`src/rtl/mem_lsu.sv`:
```
// mem_lsu: MEM-stage load/store unit. Non-memory ops pass through
// combinationally. Aligned loads/stores run a registered request/acknowledge
// transaction on the data bus, with a bounded wait for dbus_ack.
module mem_lsu #(
  parameter int unsigned TIMEOUT = 255
) (
  input  logic        clk,
  input  logic        rst,
  input  logic [4:0]  wd_i,
  input  logic        wreg_i,
  input  logic [31:0] wdata_i,
  input  logic [7:0]  aluop_i,
  input  logic [31:0] mem_addr_i,
  input  logic [31:0] reg2_i,
  output logic [4:0]  wd_o,
  output logic        wreg_o,
  output logic [31:0] wdata_o,
  output logic        stallreq,
  output logic        dbus_req,
  output logic        dbus_we,
  output logic [31:0] dbus_addr,
  output logic [3:0]  dbus_sel,
  output logic [31:0] dbus_wdata,
  input  logic        dbus_ack,
  input  logic [31:0] dbus_rdata,
  output logic        misalign_o,
  output logic        bus_err_o
);

  localparam logic [7:0] OP_LB  = 8'hE0;
  localparam logic [7:0] OP_LH  = 8'hE1;
  localparam logic [7:0] OP_LW  = 8'hE3;
  localparam logic [7:0] OP_LBU = 8'hE4;
  localparam logic [7:0] OP_LHU = 8'hE5;
  localparam logic [7:0] OP_SB  = 8'hE8;
  localparam logic [7:0] OP_SH  = 8'hE9;
  localparam logic [7:0] OP_SW  = 8'hEB;

  localparam logic [7:0] LAST_WAIT = 8'(TIMEOUT - 1);

  typedef enum logic [1:0] {
    IDLE,
    REQ,
    DONE
  } state_t;

  state_t      state;
  state_t      state_next;

  logic        is_load;
  logic        is_store;
  logic        is_byte;
  logic        is_half;
  logic        is_word;
  logic        is_signed;
  logic        misaligned;
  logic        mem_go;
  logic [3:0]  sel_next;
  logic [31:0] wdata_next;
  logic        timeout_hit;

  logic [7:0]  cnt;
  logic [31:0] data_q;
  logic        wb_en_q;
  logic        load_q;
  logic        signed_q;
  logic [31:0] load_ext;

  // Decode the operation code into access kind, size and signedness.
  always_comb begin
    is_load   = 1'b0;
    is_store  = 1'b0;
    is_byte   = 1'b0;
    is_half   = 1'b0;
    is_word   = 1'b0;
    is_signed = 1'b0;
    case (aluop_i)
      OP_LB:  begin is_load  = 1'b1; is_byte = 1'b1; is_signed = 1'b1; end
      OP_LH:  begin is_load  = 1'b1; is_half = 1'b1; is_signed = 1'b1; end
      OP_LW:  begin is_load  = 1'b1; is_word = 1'b1; end
      OP_LBU: begin is_load  = 1'b1; is_byte = 1'b1; end
      OP_LHU: begin is_load  = 1'b1; is_half = 1'b1; end
      OP_SB:  begin is_store = 1'b1; is_byte = 1'b1; end
      OP_SH:  begin is_store = 1'b1; is_half = 1'b1; end
      OP_SW:  begin is_store = 1'b1; is_word = 1'b1; end
      default: ;
    endcase
  end

  assign misaligned  = (is_half && mem_addr_i[0]) ||
                       (is_word && (mem_addr_i[1:0] != 2'b00));
  assign mem_go      = (is_load || is_store) && !misaligned;
  assign timeout_hit = (cnt == LAST_WAIT);

  // Big-endian lane select and replicated store data for the pending access.
  always_comb begin
    sel_next   = 4'b1111;
    wdata_next = reg2_i;
    if (is_byte) begin
      wdata_next = {4{reg2_i[7:0]}};
      case (mem_addr_i[1:0])
        2'b00:   sel_next = 4'b1000;
        2'b01:   sel_next = 4'b0100;
        2'b10:   sel_next = 4'b0010;
        default: sel_next = 4'b0001;
      endcase
    end else if (is_half) begin
      wdata_next = {2{reg2_i[15:0]}};
      sel_next   = mem_addr_i[1] ? 4'b0011 : 4'b1100;
    end
  end

  // Extract the selected lane of the read data using the registered lanes.
  always_comb begin
    load_ext = dbus_rdata;
    case (dbus_sel)
      4'b1000: load_ext = {{24{signed_q & dbus_rdata[31]}}, dbus_rdata[31:24]};
      4'b0100: load_ext = {{24{signed_q & dbus_rdata[23]}}, dbus_rdata[23:16]};
      4'b0010: load_ext = {{24{signed_q & dbus_rdata[15]}}, dbus_rdata[15:8]};
      4'b0001: load_ext = {{24{signed_q & dbus_rdata[7]}},  dbus_rdata[7:0]};
      4'b1100: load_ext = {{16{signed_q & dbus_rdata[31]}}, dbus_rdata[31:16]};
      4'b0011: load_ext = {{16{signed_q & dbus_rdata[15]}}, dbus_rdata[15:0]};
      default: load_ext = dbus_rdata;
    endcase
  end

  // State register.
  always_ff @(posedge clk) begin
    if (rst) state <= IDLE;
    else     state <= state_next;
  end

  // Next-state logic; an ack outside REQ has no effect.
  always_comb begin
    state_next = state;
    case (state)
      IDLE:    if (mem_go) state_next = REQ;
      REQ:     if (dbus_ack || timeout_hit) state_next = DONE;
      DONE:    state_next = IDLE;
      default: state_next = IDLE;
    endcase
  end

  // Bus registers, wait counter and captured write-back data.
  always_ff @(posedge clk) begin
    if (rst) begin
      dbus_req   <= 1'b0;
      dbus_we    <= 1'b0;
      dbus_addr  <= '0;
      dbus_sel   <= '0;
      dbus_wdata <= '0;
      bus_err_o  <= 1'b0;
      cnt        <= '0;
      data_q     <= '0;
      wb_en_q    <= 1'b0;
      load_q     <= 1'b0;
      signed_q   <= 1'b0;
    end else begin
      bus_err_o <= 1'b0;
      case (state)
        IDLE: begin
          if (mem_go) begin
            dbus_req   <= 1'b1;
            dbus_we    <= is_store;
            dbus_addr  <= {mem_addr_i[31:2], 2'b00};
            dbus_sel   <= sel_next;
            dbus_wdata <= wdata_next;
            cnt        <= '0;
            load_q     <= is_load;
            signed_q   <= is_signed;
          end
        end
        REQ: begin
          cnt <= cnt + 8'd1;
          // An ack on the last allowed cycle still completes the access.
          if (dbus_ack) begin
            dbus_req <= 1'b0;
            data_q   <= load_q ? load_ext : '0;
            wb_en_q  <= load_q;
          end else if (timeout_hit) begin
            dbus_req  <= 1'b0;
            bus_err_o <= 1'b1;
            data_q    <= '0;
            wb_en_q   <= 1'b0;
          end
        end
        default: ;
      endcase
    end
  end

  // Write-back triple, stall request and misalignment flag.
  always_comb begin
    wd_o       = wd_i;
    wreg_o     = wreg_i;
    wdata_o    = wdata_i;
    stallreq   = 1'b0;
    misalign_o = 1'b0;
    case (state)
      IDLE: begin
        if ((is_load || is_store) && misaligned) begin
          misalign_o = 1'b1;
          wreg_o     = 1'b0;
          wdata_o    = '0;
        end else if (mem_go) begin
          stallreq = 1'b1;
          wd_o     = '0;
          wreg_o   = 1'b0;
          wdata_o  = '0;
        end
      end
      REQ: begin
        stallreq = 1'b1;
        wd_o     = '0;
        wreg_o   = 1'b0;
        wdata_o  = '0;
      end
      DONE: begin
        wreg_o  = wreg_i && wb_en_q;
        wdata_o = data_q;
      end
      default: ;
    endcase
    if (rst) stallreq = 1'b0;
  end

endmodule

```
`config.mk`:
```
export PLATFORM = sky130hd
export DESIGN_NAME = mem_lsu
export DESIGN_NICKNAME = d
export VERILOG_FILES = /design/src/rtl/mem_lsu.sv
export SDC_FILE = /design/constraint.sdc
export NUM_CORES = 1
export LEC_CHECK = 0
export CELL_PAD_IN_SITES_DETAIL_PLACEMENT = 0
export CELL_PAD_IN_SITES_GLOBAL_PLACEMENT = 1
export CORE_MARGIN = 1.5
export CORE_UTILIZATION = 27
export CTS_CLUSTER_DIAMETER = 30
export CTS_CLUSTER_SIZE = 28
export DETAILED_ROUTE_END_ITERATION = 16
export PLACE_DENSITY_LB_ADDON = 0.15
export SETUP_SLACK_MARGIN = 0.4
export SLEW_MARGIN = 20
export SYNTH_ARGS = -nofsm -noshare
export SYNTH_HDL_FRONTEND = slang
export SYNTH_SLANG_ARGS = --single-unit
```
`constraint.sdc`:
```
create_clock -name clk -period 1.5 [get_ports clk]
set_input_delay 0.3 -clock clk [delete_from_list [all_inputs] [get_ports clk]]
set_output_delay 0.3 -clock clk [all_outputs]
set_load 0.005 [all_outputs]
```
==> key figures <==
Routing
  • Routed wire length: 27800 um
  • DR WL/cell: 19.9 um
  • DRC: 0
  • Via/cell ratio: 5.08
  • Antenna-violating nets left: 0
  • Drt first pass iters: 7
  • Via Count: 7111
  • DRT iter0 DRCs: 260

Power and ir drop
  • Final Power: 8.92 mW
  • Worst VDD drop: 0.753 mV
  • Power per cell area: 702 nW/um2
  • LEAKAGE: 5.37 nW

Synthesis
  • XOR/XNOR Fraction of Synth Area: 0.00642
  • Synthesis-stage register bit count: 114
  • Post-synthesis average cell area: 8.41 um2
  • Simple-gate portion of the synthesized area: 0.209
  • Register area share after synthesis: 0.404
  • EDFF count, synth: 0
  • Synth top cells by count: 122 x nand2_1, 114 x dfxtp_1, 70 x a21oi_1
  • Mux cell area share after synthesis: 0.0425
  • Yosys warnings: 0
  • Yosys top cell area share: 0.404
  • Most frequent cell after synthesis: nand2_1
  • Post-synth cell types: 54
  • Main synth FF type: dfxtp_1
  • Cells after Synth: 672
  • Dominant cell type by area after synthesis: dfxtp_1
  • Fraction of registers with async set/reset: 0
  • Cell Area, Synth: 5650 um2
  • Area share of fa/ha/maj cells after synthesis: 0.00443
  • Synth Area in Compound Gates: 0.280
  • Area contributors post-synth: dfxtp_1 40%, nand2_1 8.1%, a21oi_1 6.2%
  • Largest family of logic cells by synthesized area: compound AO/OA/AOI/OAI gates

STA
  • Worst Slack Setup Final: -577 ps
  • Final period util: 1.38
  • TNS Setup: -51020 ps
  • Hold slack: 181 ps
  • Slew headroom: 0.391
  • RSZ-0062 raised after global routing: yes
  • Final Setup Violations: 150
  • Final Skew: 10.8 ps
  • Worst slew pin tran: 914 ps
  • Slew Limit Fails: 0
  • Max Clk Rate: 0.481 GHz
  • Post-route minimum period: 2080 ps
  • Final Hold Viols: 0

Cells and area
  • Share of cells above drive strength 1: 0.587
  • Fill cell count: 1660
  • Layout net count: 1262
  • Finished Layout Cells: 1401
  • Sequential standard cell area: 2400 um2
  • Multi-input gate area: 4260 um2
  • Area growth, synth to finish: 125%
  • Finished Cell Area: 12700 um2

Worst setup path
  • Critical path endpoint category: primary output
  • Crit Reg-Reg Endpoint: data_q[9]$_SDFFE_PP0P_
  • RR Startpoint: state[1]$_SDFFE_PP0P_
  • WP data arrival: 1780 ps
  • Type of the worst setup path: input port to primary output
  • Critical Path RT: 1200 ps
  • Worst reg2reg path depth: 8
  • Critical path endpoint: wdata_o[28]
  • R2R Setup Slk: -270 ps
  • Crit. Startpoint: aluop_i[4]
  • CP max FO: 7
  • Startpoint types: input port

Die
  • IO Count: 256
  • Chip Width: 148 um
  • Starting Density: 0.278
  • Core area: 20400 um2
  • Site row count: 52
  • Die height: 148 um
  • Die ar.: 21800 um2

CTS
  • # H-tree levels: 4
  • TritonCTS Buffers: 17
  • Root Driver: clkbuf_16
  • Hold_buf cts: 0
  • CTS tree: built
  • Clock Pin Slew Worst Setup and Hold Paths: 60 ps
  • Clock tree sinks: 114
  • Clk_lat worst skew: 420 ps
  • Clock Tree Buf Depth: 2

Place
  • Dpl cells: 1238
  • DP Area: 9190 um2
  • HPWL Detailed: 16300 um
  • Port bufs: 253
  • Routability congestion estimate from global placement: 0.870

Run status
  • Violated checks: negative setup slack
  • Outcome: finished, violations left

Global route
  • Largest net degree at the start of global routing: 58
  • GRT Total Usage: 0.242
  • Vias in the first global route: 7190
  • Initial antenna violation count: 2
  • Total gr overflow: 0
  • First-pass GRT wire length: 40600 um

Min path
  • Hold Path Class: input port to register

Job
  • Max-cap viol count: 0
-- critical path, stage by stage --
cell,delay (ps)
buf_6,90
and4b_1,290
nand3b_1,180
nand2_2,150
nand2_4,80
buf_6,130
buf_16,140
buf_6,110
a22o_1,170
buf_2,120
-- sequential cells by signal, summed over array words and instances, names as in the netlist --
name / count
dbus_req: 1
wb_en_q: 1
dbus_wdata: 32
state: 2
signed_q: 1
load_q: 1
dbus_sel: 4
dbus_addr: 30
data_q: 32
bus_err_o: 1
dbus_we: 1
cnt: 8
-- report_power, final --
group	total, mW	internal (mW)	switching [mW]
clock	4.31	2.66	1.65
combinational	1.54	0.896	0.648
sequential	3.06	3.04	0.0208
total	8.92	6.60	2.32
-- cells in the final DEF (no fill, tap or decap), drive strengths merged, types with 4 or more instances in the layout --
cell           synthesis  layout
a211o                  9       9
a211oi                17      17
a21oi                 70      70
a221oi                 7       7
a22o                  40      40
a22oi                  7       7
a311oi                 4       4
a32o                   7       7
and3                   3       4
buf                   36     334
clkbuf                23      22
clkdlybuf4s15          0       7
clkdlybuf4s50          0     133
dfxtp                114     114
inv                    3      10
mux2i                 24      24
nand2                122     122
nand2b                 5       5
nand3                 17      17
nand3b                 4       4
nand4                  5       5
nor2                  56      56
nor2b                 18      18
nor3                   7       7
o211ai                10      10
o21ai                 16      16
o2bb2ai               16      16
or3                    5       5
-- logic make-up after synthesis --
| family | Yosys count |
|---|---|
| DFF | 114 |
| muxes | 24 |
| other | 1 |
| buffers and inverters | 62 |
| AOI/OAI and AO/OA | 211 |
| xor gates and xnor gates | 2 |
| and+or+nand+nor | 256 |
| adders and majority gates | 2 |
-- what timing repair did --
action | 4_1_cts | 5_1_grt
pin swaps | 79 | 89
buffers inserted | 67 | 33
gates resized for setup | 764 | 176
gates cloned | 26 | 2
endpoints found under the setup margin | 223 | 223
-- metrics by stage --
step                setup slack (ps)  utilization
finish                          -577        0.624
detailed placement             -1080        0.451
global route                    -594        0.624
global placement               -1020        0.451
CTS                             -584        0.571
floorplan                       -111            -
-- worst min-delay path by stage --
stage                                     startpoint                         end  slack, ps  cells past startpoint
after global placement     dbus_addr[7]$_SDFFE_PP0P_   dbus_addr[7]$_SDFFE_PP0P_        440                      2
after detailed placement  dbus_wdata[0]$_SDFFE_PP0P_  dbus_wdata[0]$_SDFFE_PP0P_        450                      2
after CTS                                        rst       dbus_req$_SDFFE_PP0P_        160                      2
after floorplan                             dbus_ack        bus_err_o$_SDFF_PP0_        380                      1
after global routing                             rst       dbus_req$_SDFFE_PP0P_        170                      2
final                                            rst       dbus_req$_SDFFE_PP0P_        180                      2
-- area by class of cell --
class,count,area share
clock inverter,15,0.0154
inverter,3,0.000887
antenna,3,0.000591
clock buffer,17,0.0335
multi-input combinational,498,0.335
timing repair buffer,481,0.399
tap,270,0.0266
sequential,114,0.189
-- layer usage --
layer | global-route usage | share of wire | vias up | wire length, um
li1 | - | - | 3339 | -
met1 | 0.264 | 0.37 | 3431 | 10400
met2 | 0.438 | 0.52 | 282 | 14600
met3 | 0.0623 | 0.064 | 59 | 1790
met4 | 0.114 | 0.037 | 0 | 1030
met5 | 0 | 0 | - | 0
Power figures use the tool's default switching activity.
